`config.mk`:
```
export PLATFORM = sky130hd
export DESIGN_NAME = pipeline_ctrl
export DESIGN_NICKNAME = d
export VERILOG_FILES = /design/src/rtl/pipeline_ctrl.sv
export SDC_FILE = /design/constraint.sdc
export NUM_CORES = 1
export LEC_CHECK = 0
export ABC_AREA = 1
export CORE_AREA = 2 2 110 112
export CTS_CLUSTER_DIAMETER = 150
export DETAILED_ROUTE_END_ITERATION = 12
export DIE_AREA = 0 0 112 114
export PLACE_DENSITY = 0.9
export SLEW_MARGIN = 20
export SYNTH_ARGS = -nofsm -noshare
export SYNTH_HDL_FRONTEND = slang
export SYNTH_SLANG_ARGS = --single-unit
```
`constraint.sdc`:
```
create_clock -name clk -period 6.3 [get_ports clk]
set_input_delay 0.63 -clock clk [delete_from_list [all_inputs] [get_ports clk]]
set_output_delay 0.63 -clock clk [all_outputs]
set_load 0.01 [all_outputs]
```
`src/rtl/pipeline_ctrl.sv`:
```
// Stall/flush/redirect scheduler for the five-stage core: merges stage stall
// requests and picks one prioritised redirect, parking it while the PC is held.
module pipeline_ctrl #(
  parameter int unsigned      PC_W     = 64,
  parameter logic [PC_W-1:0]  START_PC = 64'h8000_0000
) (
  input  logic            clk,
  input  logic            rst,
  input  logic            if_stall_req,
  input  logic            id_stall_req,
  input  logic            mem_stall_req,
  input  logic            id_redir_valid,
  input  logic [PC_W-1:0] id_redir_pc,
  input  logic            ex_redir_valid,
  input  logic [PC_W-1:0] ex_redir_pc,
  input  logic            trap_valid,
  input  logic [PC_W-1:0] trap_pc,
  output logic [4:0]      stall_ctrl,
  output logic [2:0]      flush,
  output logic            redir_valid,
  output logic [PC_W-1:0] redir_pc,
  output logic            pend_busy
);

  if (START_PC[0] != 1'b0) begin : g_start_pc_check
    $error("pipeline_ctrl: START_PC must be at least 2-byte aligned");
  end

  // Encoding doubles as the source class, so a larger value means higher priority.
  typedef enum logic [1:0] {
    IDLE      = 2'd0,
    PEND_ID   = 2'd1,
    PEND_EX   = 2'd2,
    PEND_TRAP = 2'd3
  } state_t;

  state_t          state, state_nx;
  state_t          live_cls, sel_cls;
  logic [PC_W-1:0] pend_pc, pend_pc_nx;
  logic [PC_W-1:0] live_pc, sel_pc;
  logic            live_wins, issue, kill_id, id_eff;
  logic [4:0]      stall_int;
  logic [2:0]      flush_int;

  always_comb begin
    live_cls = IDLE;
    live_pc  = '0;
    if (trap_valid) begin
      live_cls = PEND_TRAP;
      live_pc  = trap_pc;
    end else if (ex_redir_valid) begin
      live_cls = PEND_EX;
      live_pc  = ex_redir_pc;
    end else if (id_redir_valid) begin
      live_cls = PEND_ID;
      live_pc  = id_redir_pc;
    end

    // Live request beats the stored one when its class is equal or higher.
    live_wins = (live_cls != IDLE) && (live_cls >= state);
    sel_cls   = live_wins ? live_cls : state;
    sel_pc    = live_wins ? live_pc  : pend_pc;
    issue     = (sel_cls != IDLE) && !mem_stall_req && !if_stall_req;
    kill_id   = issue && ((sel_cls == PEND_EX) || (sel_cls == PEND_TRAP));
    id_eff    = id_stall_req && !kill_id;

    stall_int = '0;
    if (mem_stall_req) stall_int = stall_int | 5'b01111;
    if (id_eff)        stall_int = stall_int | 5'b00011;
    if (if_stall_req)  stall_int = stall_int | 5'b00001;
    // The PC must always be free to load an issued redirect target.
    if (issue)         stall_int[0] = 1'b0;

    flush_int = {1'b0, id_eff, if_stall_req};
    if (issue) begin
      case (sel_cls)
        PEND_TRAP: flush_int = flush_int | 3'b111;
        PEND_EX:   flush_int = flush_int | 3'b011;
        default:   flush_int = flush_int | 3'b001;
      endcase
    end

    state_nx   = state;
    pend_pc_nx = pend_pc;
    if (issue) begin
      state_nx = IDLE;
    end else if (live_wins) begin
      state_nx   = live_cls;
      pend_pc_nx = live_pc;
    end
  end

  always_ff @(posedge clk) begin
    if (rst) begin
      state   <= IDLE;
      pend_pc <= '0;
    end else begin
      state   <= state_nx;
      pend_pc <= pend_pc_nx;
    end
  end

  assign stall_ctrl  = rst ? '0 : stall_int;
  assign flush       = rst ? '0 : flush_int;
  assign redir_valid = !rst && issue;
  assign redir_pc    = (!rst && issue) ? sel_pc : '0;
  assign pend_busy   = !rst && (state != IDLE);

endmodule

```
==> results.yml <==
synth:
  synth_edf_count: 0
  synthCells: 760
  ys_seq_area_share_pct: 26.93
  synthFlopType: "dfxtp_1"
  yosysWarnings: 0
  synth_seq_cells: 66
  synth_nets: 962
  syn_avg_cell_area_sq_um: 6.457
  synth_cell_types: 22
  async_reset_ff_share_pct: 0
  synthesis.area_sq_um: 4907
timing:
  min_period_over_period_pct: 69.06
  worst_slew_pin_slew_ns: 0.9110
  rsz0062_at_grt: "no"
  setup_viol: 0
  holdWs_ns: 0.4708
  fin_tns_setup_ns: 0
  max-slew-margin-rel_pct: 39.27
  fin_skew_ns: 0.006443
  fin_ws_ns: 1.949
  fmax_ghz: 0.2299
  final_hold_viol_count: 0
  finalCriticalPeriod_ns: 4.351
  slew_violations: 0
floorplan:
  die_w_um: 112
  core_region_area_sq_um: 11710
  io_pins: 274
  start_util_pct: 41.90
  dieArea_sq_um: 12770
  dieHeight_um: 114
  num_rows: 40
run:
  max_cap_viol_count: 0
status:
  outcome: "finished clean"
routing:
  drt_iter0_drc: 326
  finalWirelength_um: 15030
  vias_per_cell: 5.019
  dr.pass1.iters: 4
  ant_nets: 0
  wl_per_cell_um: 13.23
  route.detailed.drc: 0
  vias: 5702
critical_path:
  cp_max_fo: 38
  crit_required_ns: 5.67
  critPathArrivalTime_ns: 3.72
  rr_startpoint: "state[1]"
  start_kind: "primary input"
  cp-startpoint: "id_redir_valid"
  worst_setup_path_end_kind: "output pin"
  critical_path_class: "in2out"
layout:
  drive_gt1_share_pct: 6.876
  layout_common_cells: "clkdlybuf4s50_1, inv_1, nand2_1, o21ai_0, nor2_1"
  diodes: 0
  fin_util_pct: 66.82
  area_delta_synth_final_pct: 59.46
  design_area_sq_um: 7825
  stdcell_count: 1136
  nets: 1188
  layout_commonest_cell: "clkdlybuf4s50_1"
cts:
  numCtsBuffers: 9
  ctsLongestPathBuffers: 2
  clk_latency_ns: 0.31
  clk_pin_slew_ns: 0.05
  cts_tree: "built"
  clock_sinks: 66
  h-tree-depth: 3
  cts_resized: 0
  cts_setup_buffers: 0
  cts_root_buffer: "clkbuf_16"
  hold_buffers: 0
grt:
  grt_start_max_net_pins: 77
  grt_first_pass_wirelength_um: 24130
  antenna_found_initial: 0
  grt_pass1_vias: 5205
  grt_overflow: 0
  grt_util_all_layers_pct: 22.61
place:
  dp_worst_setup_slack_ns: 1.931
  placedCellCount: 1122
  place_area_sq_um: 7532
  dp_hpwl_um: 10910
  port_buffers: 272
  gp_congestion: 0.8248
pwr:
  p_leak_nw: 3.028
  vdd_drop_max_uv: 122.2
  p_per_area_nw_per_um2: 192.2
  p_total_mw: 1.504
worst_hold_path:
  min-delay-start: "pend_pc[40]"
  hold_class: "reg2reg"
## power by group
part	internal [mW]	switching, mW	leakage (nW)	total, mW
Sequential	0.464	0.0116	0.542	0.476
Combinational	0.254	0.280	2.34	0.534
Clock	0.322	0.172	0.147	0.494
Total	1.04	0.464	3.03	1.50
## logic make-up after synthesis
family                   after synthesis  share of synthesized area [%]
adder cells (fa/ha/maj)                2                         0.5099
AO/OA/AOI/OAI                        260                          36.38
AND/OR/NAND/NOR                      222                          17.52
other                                  1                        0.07642
buffers and inverters                209                          18.59
flip-flops                            66                          26.93
## state kept, by name (all words and copies together) (netlist names)
signal   cells
pend_pc     64
state        2
## cell type report
class / instances / area (sq um)
inverter: 144 / 541.8
timing repair buffer: 280 / 2788
fill: 1012 / 3886
clock buffer: 11 / 252.7
sequential: 66 / 1321
clock inverter: 3 / 40.04
multi-input combinational: 485 / 2698
tap: 147 / 183.9
## worst max-delay path: stages
cell and delay, ns:
clkdlybuf4s50_1 0.46, inv_1 0.07, nor2_4 0.09, nor2_1 0.06
ha_1 0.30, nand2_1 0.04, nand3_1 0.13, nand2_1 0.14
nand2_1 0.11, nand2_1 0.08, nand2_2 0.11, nand4_4 0.33
buf_4 0.43, nor2_1 0.16, clkdlybuf4s50_1 0.57
## routing by layer
layer	up-vias	wire length (um)	share of wire [%]	GRT usage, %
met4	0	215	1.4	6.992
met5	-	0	0	0
met1	2566	6362	42	26.96
met2	182	7443	50	40.61
met3	16	1007	6.7	5.154
li1	2938	-	-	-
## synth_stat cells (8+ instances only)
| library cell | number | share of area, % |
|---|---|---|
| buf_6 | 8 | 1.8 |
| o22ai_1 | 25 | 3.2 |
| buf_2 | 33 | 3.4 |
| o22ai_2 | 39 | 9.9 |
| dfxtp_1 | 66 | 27 |
| inv_1 | 144 | 11 |
| nand2_1 | 142 | 11 |
| nor2_1 | 69 | 5.3 |
| a22oi_1 | 64 | 9.8 |
| o21ai_0 | 114 | 12 |
| clkbuf_1 | 17 | 1.3 |
| o21ai_1 | 14 | 1.4 |
## path summary, 6_finish.rpt
kind	endpoint	slack, ns	depth (start not counted)
max reg2reg	pend_pc[31]	3.71	12
min reg2reg	pend_pc[40]	0.47	2
max	redir_pc[61]	1.95	15
min	pend_pc[40]	0.47	2
Power figures use the tool's default switching activity.
